--- config.mk ---
export PLATFORM = sky130hd
export DESIGN_NAME = uart_cmd_ctrl
export DESIGN_NICKNAME = d
export VERILOG_FILES = /design/src/rtl/uart_cmd_ctrl.sv
export SDC_FILE = /design/constraint.sdc
export NUM_CORES = 1
export LEC_CHECK = 0
export BUFFER_PORTS_ARGS = -buffer_cell sky130_fd_sc_hd__buf_2
export CORE_MARGIN = 3
export CORE_UTILIZATION = 51
export DETAILED_ROUTE_END_ITERATION = 8
export PLACE_DENSITY = 0.86
export SLEW_MARGIN = 20
export SYNTH_ARGS = -nofsm -noshare
export SYNTH_HDL_FRONTEND = slang
export SYNTH_SLANG_ARGS = --single-unit
--- constraint.sdc ---
create_clock -name clk -period 1.5 [get_ports clk]
set_clock_uncertainty 0.2 [all_clocks]
set_input_delay 0 -clock clk [delete_from_list [all_inputs] [get_ports clk]]
set_output_delay 0 -clock clk [all_outputs]
set_load 0.02 [all_outputs]
--- src/rtl/uart_cmd_ctrl.sv ---
// rtl/uart_cmd_ctrl.sv - UART command decoder: run/stop and clear pulses, decimal counter report
module uart_cmd_ctrl #(
    parameter logic [13:0] MAX_VAL = 14'd9999
) (
    input  logic        clk,
    input  logic        reset,
    input  logic [7:0]  i_rx_data,
    input  logic        i_rx_done,
    input  logic [13:0] i_digit,
    input  logic        i_tx_done,
    output logic        o_run_stop,
    output logic        o_clear,
    output logic        o_tx_start,
    output logic [7:0]  o_tx_data,
    output logic        o_busy
);

    localparam logic [1:0] IDLE = 2'd0;
    localparam logic [1:0] CONV = 2'd1;
    localparam logic [1:0] SEND = 2'd2;
    localparam logic [1:0] WAIT = 2'd3;

    logic [1:0]  state_q, state_d;
    logic [15:0] bcd_q, bcd_d;
    logic [13:0] bin_q, bin_d;
    logic [3:0]  iter_q, iter_d;
    logic [2:0]  idx_q, idx_d;
    logic        run_stop_q, run_stop_d;
    logic        clear_q, clear_d;

    logic        is_run, is_clr, is_snd, accept_s;
    logic [14:0] bcd_adj;
    logic [2:0]  top_adj;
    logic [7:0]  tx_byte;

    assign is_run   = (i_rx_data == 8'h52) || (i_rx_data == 8'h72);
    assign is_clr   = (i_rx_data == 8'h43) || (i_rx_data == 8'h63);
    assign is_snd   = (i_rx_data == 8'h53) || (i_rx_data == 8'h73);
    assign accept_s = i_rx_done && is_snd && (state_q == IDLE);

    // Bit 15 of the adjusted BCD is shifted out, so only the low 3 bits of the top nibble matter.
    always_comb begin
        bcd_adj = 15'd0;
        for (int n = 0; n < 3; n++) begin
            bcd_adj[4*n +: 4] = (bcd_q[4*n +: 4] >= 4'd5) ? bcd_q[4*n +: 4] + 4'd3 : bcd_q[4*n +: 4];
        end
        top_adj = (bcd_q[15:12] >= 4'd5) ? bcd_q[14:12] + 3'd3 : bcd_q[14:12];
        bcd_adj[14:12] = top_adj;
    end

    always_comb begin
        state_d    = state_q;
        bcd_d      = bcd_q;
        bin_d      = bin_q;
        iter_d     = iter_q;
        idx_d      = idx_q;
        run_stop_d = i_rx_done && is_run;
        clear_d    = i_rx_done && is_clr;
        case (state_q)
            IDLE: begin
                if (accept_s) begin
                    bin_d   = (i_digit > MAX_VAL) ? MAX_VAL : i_digit;
                    bcd_d   = 16'd0;
                    iter_d  = 4'd0;
                    state_d = CONV;
                end
            end
            CONV: begin
                bcd_d  = {bcd_adj, bin_q[13]};
                bin_d  = {bin_q[12:0], 1'b0};
                iter_d = iter_q + 4'd1;
                if (iter_q == 4'd13) begin
                    idx_d   = 3'd0;
                    state_d = SEND;
                end
            end
            SEND: state_d = WAIT;
            WAIT: begin
                if (i_tx_done) begin
                    if (idx_q == 3'd5) begin
                        state_d = IDLE;
                    end else begin
                        idx_d   = idx_q + 3'd1;
                        state_d = SEND;
                    end
                end
            end
            default: state_d = IDLE;
        endcase
    end

    always_comb begin
        tx_byte = 8'h00;
        case (idx_q)
            3'd0:    tx_byte = {4'h3, bcd_q[15:12]};
            3'd1:    tx_byte = {4'h3, bcd_q[11:8]};
            3'd2:    tx_byte = {4'h3, bcd_q[7:4]};
            3'd3:    tx_byte = {4'h3, bcd_q[3:0]};
            3'd4:    tx_byte = 8'h0D;
            3'd5:    tx_byte = 8'h0A;
            default: tx_byte = 8'h00;
        endcase
    end

    always_ff @(posedge clk or posedge reset) begin
        if (reset) begin
            state_q    <= IDLE;
            bcd_q      <= 16'd0;
            bin_q      <= 14'd0;
            iter_q     <= 4'd0;
            idx_q      <= 3'd0;
            run_stop_q <= 1'b0;
            clear_q    <= 1'b0;
        end else begin
            state_q    <= state_d;
            bcd_q      <= bcd_d;
            bin_q      <= bin_d;
            iter_q     <= iter_d;
            idx_q      <= idx_d;
            run_stop_q <= run_stop_d;
            clear_q    <= clear_d;
        end
    end

    assign o_run_stop = run_stop_q;
    assign o_clear    = clear_q;
    assign o_tx_start = (state_q == SEND);
    assign o_busy     = (state_q != IDLE);
    // Data is only driven while a byte is in flight; idx and BCD are frozen then.
    assign o_tx_data  = ((state_q == SEND) || (state_q == WAIT)) ? tx_byte : 8'h00;

endmodule

==> metrics.md, run 1 <==
| Metric | Value |
|---|---|
| Antenna violations before repair | 2 |
| # rows | 24 |
| EDFF count, synth | 0 |
| Port Buffer Count | 34 |
| Area contributors post-synth | dfrtp_1 (42%), ha_1 (7.7%), mux2i_1 (4.1%) |
| Ys async rst share | 100% |
| Largest net degree at the start of global routing | 42 |
| CTS buffer count | 5 |
| Post-synthesis sequential area ratio | 42.1% |
| DIE HEIGHT | 75.2 µm |
| Die width | 75.2 µm |
| Cell count after placement | 367 |
| Synth top area share | 42.1% |
| All-Layer GR Usage | 79.9% |
| Area leader, netlist | dfrtp_1 |
| Stage reached | global routing |
| H-tree lvl count | 2 |
| Top FF cell, synth | dfrtp_1 |
| Sink Count | 41 |
| Outcome | did not finish |
| Routability Congestion | 0.932 |
| Cells after Synth | 243 |
| Cell Area, Synth | 2440 µm² |
| Post-Syn Area per Cell | 10.0 µm² |
| Post-DP HPWL | 4510 µm |
| Worst endpoint type | primary output |
| Starting density of the core | 54.5% |
| Unique masters post-synth | 46 |
| GRT worst endpoint | o_tx_data[0] |
| Grt total ovfl | 183 |
| Clock Path Buffers | 2 |
| Stop err | [ERROR GRT-0232] Routing congestion too high. Check the congestion heatmap in the GUI. |
| IO Pins | 38 |
| Clk root buf | clkbuf_8 |
| Ys Warns | 0 |
| #FFs+latches synth | 41 |
[synth_stat cells (all sizes together) (4+ instances only)]
library cell / number
dfrtp: 41
inv: 25
ha: 15
a21oi: 13
o22ai: 13
o21ai: 11
buf: 10
mux2i: 10
nand2: 10
a22o: 9
nor2: 8
mux2: 7
a22oi: 6
a31oi: 6
nand2b: 5
nor4: 5
o21a: 5
clkbuf: 4
xnor2: 4
[per-layer routing]
metal | GRT overflow | track usage, %
met2 | 109 | 99.7
met3 | 0 | 62.1
met1 | 0 | 73.6
met5 | 0 | 7.41
met4 | 74 | 95.7
[stage by stage]
step | setup WS, ns | util (%) | area, µm²
2_1_floorplan | -0.112 | - | 2520
3_3_place_gp | -0.0984 | 67.9 | 3040
3_5_place_dp | -0.177 | 67.9 | 3040
4_1_cts | -0.386 | 85.0 | 3800
[cells by family after synthesis]
logic type	Yosys count	synth area share, %
compound gates	75	20.6
simple gates	49	12.3
flops	41	42.1
buf+inv	39	7.70
mux	17	7.34
fa+ha+maj	15	7.70
xor+xnor	6	2.15
other cells	1	0.154
[what timing repair did]
action                     in CTS
gates resized for setup        72
setup endpoints to repair      43
setup buffers                  10
cloned                          1
hold buffers                   21
hold endpoints to repair       58
pin swaps                      25
==> run 2: changes to the inputs <==
- CORE_UTILIZATION: 51 -> 36
- PLACE_DENSITY: 0.86 -> unset
- PLACE_DENSITY_LB_ADDON: unset -> 0.15
- clock period: 1.5 -> 2 ns (I/O delays scaled with it)
==> run 2 against run 1 <==
Compared with the run above: the flow now finishes without violations; synthesized cell count stayed put; synthesized area unchanged.
==> metrics.md, run 2 <==
| Metric | Value |
|---|---|
| Pre-CTS setup slack | 0.229 ns (+0.406 ns) |
| Ant. Diodes | 0 |
| First-pass GRT wire length | 9780 µm |
| Cell count after placement | 352 (-4.1%) |
| Post-Route WL | 5670 µm |
| Regs by FF count | bcd_q: 16 flops, bin_q: 14 flops, iter_q: 4 flops |
| Die width | 88.3 µm (+18%) |
| Crit-path max FO | 5 |
| Post-route clock period utilization | 97.6% |
| Fmax | 513 MHz |
| Most frequent cells after synthesis | dfrtp_1 (41), inv_1 (24), ha_1 (15) |
| Layout net count | 348 |
| Grt total ovfl | 0 |
| Post-layout min period | 1.95 ns |
| Routability Congestion | 0.747 (-20%) |
| Vias/cell | 5.21 |
| Post-DP HPWL | 4010 µm (-11%) |
| Post-route ant nets | 0 |
| All-Layer GR Usage | 16.0% |
| Flip-flop count of the largest register after layout | 16 |
| Layout Cells excl Fill | 384 |
| Post-Syn Area per Cell | 10.0 µm² (unchanged) |
| Leak Pwr | 1.43 nW |
| Vias in the first global route | 1,995 |
| Area contributors post-synth | dfrtp_1 (42%), ha_1 (7.7%), mux2i_1 (4.1%) |
| Top FF cell, synth | dfrtp_1 |
| # setup viols final | 0 |
| DIE HEIGHT | 88.3 µm (+18%) |
| Most common cell after layout, fill and taps aside | dfrtp_1 |
| Power Dens Cells | 1500 nW/µm² |
| Area leader, netlist | dfrtp_1 |
| Port Buffer Count | 34 (unchanged) |
| Worst-skew pair later-pin latency | 0.30 ns |
| Starting density of the core | 37.8% (-17 points) |
| Ys Warns | 0 (unchanged) |
| Die area | 7800 µm² |
| RSZ-0062 raised after global routing | yes |
| Worst Tran Pin Value | 0.560 ns |
| Outcome | finished, final reports clean |
| EDFF count, synth | 0 (unchanged) |
| Post-Place Cell Area | 2710 µm² (-11%) |
| Final setup margin | 0.0489 ns |
| Clk root buf | clkbuf_8 |
| Most common cell in the netlist | dfrtp_1 |
| Max Cap Viol | 0 |
| DR iter-0 viols | 80 |
| Setup_tns | 0 ns |
| Req. time, crit path | 1.80 ns |
| Synth top area share | 42.1% (unchanged) |
| Largest net degree at the start of global routing | 42 |
| Tot Pwr | 4.61 mW |
| Worst path top cell family by delay | flip-flops |
| Worst EP arrival | 1.75 ns |
| Worst Setup Path Type | register to primary output |
| Crit start category | register |
| Clock-pin slew on the worst setup and hold paths | 0.08 ns |
| CTS buffer count | 5 (unchanged) |
| Antenna violations before repair | 0 |
| CP Capture Type | primary output |
| Bufs and invs on worst path | 1 |
| Clock Path Buffers | 2 (unchanged) |
| CTS tree | yes |
| CP max stage delay | 0.42 ns |
| Endpoints failing hold | 0 |
| Top reg by flops | bcd_q |
| Worst path slowest cell | dfrtp_2 |
| Unique masters post-synth | 46 (unchanged) |
| Post-route DRC violation count | 0 |
| Slew HR | 62.7% |
| # rows | 29 (+21%) |
| Peak supply drop | 610 µV |
| Fin. max-slew vios | 0 |
| First-pass DRT Iterations | 4 |
| Sink Count | 41 (unchanged) |
| Most frequent cells in the layout | dfrtp_1 (40), buf_2 (34), inv_1 (24) |
| #FFs+latches synth | 41 (unchanged) |
| Final core utilization | 47.5% |
| Core Box Area | 6460 µm² |
| Vias | 2,002 |
| H-tree lvl count | 2 (unchanged) |
| Routed WL per cell | 14.8 µm |
| Post-synthesis sequential area ratio | 42.1% (unchanged) |
| Cell Area, Synth | 2440 µm² (unchanged) |
| Worst path cell trace | ha_1, ha_2, a22oi_1, nand3_1, and3_1, buf_2 |
| Worst min path class | primary input to register |
| Ys async rst share | 100% (unchanged) |
| IO Pins | 38 (unchanged) |
| Hold Slack | 0.0546 ns |
| Share of cells above drive strength 1 | 23.5% |
| P&R area growth vs syn | 25.8% |
| Design area | 3070 µm² |
| Cells after Synth | 243 (unchanged) |
## run 2: cell counts after synthesis
Identical to the previous run, type by type.
## run 2: where the power goes
group | total (mW) | internal (mW) | switching [mW]
Combinational | 2.53 | 1.21 | 1.32
Sequential | 1.51 | 1.19 | 0.321
Clock | 0.567 | 0.274 | 0.292
## run 2: worst paths after layout
| check | to | slack, ns | depth (start not counted) | start |
|---|---|---|---|---|
| min reg2reg | iter_q[3] | 0.28 | 1 | iter_q[3] |
| min | bin_q[0] | 0.05 | 4 | i_rx_data[3] |
| max in group asynchronous | idx_q[1] | 1.00 | 4 | reset |
| min in group asynchronous | o_clear | 0.18 | 4 | reset |
| max reg2reg | idx_q[0] | 0.22 | 6 | iter_q[1] |
| max | o_tx_data[1] | 0.05 | 6 | idx_q[1] |
## run 2: area by class of cell
cell class | count | area (µm²)
clock buffers | 7 | 86.3
fillers | 622 | 3390
inverters | 25 | 93.8
multi-input cells | 164 | 1250
flip-flops and latches | 41 | 1030
repair buffers | 70 | 508
well taps | 77 | 96.3
## run 2: per-layer routing
| metal | part of all wire, % | global-route usage [%] | up-vias |
|---|---|---|---|
| met5 | 0 | 0 | - |
| met4 | 0.76 | 4.95 | 0 |
| met3 | 3.3 | 2.89 | 6 |
| met2 | 47 | 26.4 | 38 |
| met1 | 49 | 21.3 | 956 |
| li1 | - | - | 1002 |
## run 2: worst register-to-register path: stages (launching register included)
cell and delay [ns]:
dfrtp_1 0.40, inv_1 0.08, ha_1 0.14, nand4b_1 0.12, a21o_1 0.22, a31o_1 0.23, mux2_2 0.27
## run 2: timing repair
action | in CTS | in global routing
endpoints found under the hold margin | 60 | 0
buffers inserted | 2 | 1
cloned | 0 | 0
resized for setup | 3 | 5
pin swaps | 0 | 1
hold buffers | 22 | 0
endpoints found under the setup margin | 3 | 5
## run 2: logic make-up after synthesis
logic type | share of synthesized area, %
muxes | 7.34
DFF | 42.1
adders and majority gates | 7.70
and+or+nand+nor | 12.3
AOI/OAI and AO/OA | 20.6
xor gates and xnor gates | 2.15
buffers and inverters | 7.70
other | 0.154
(Power assumes the default switching activity.)
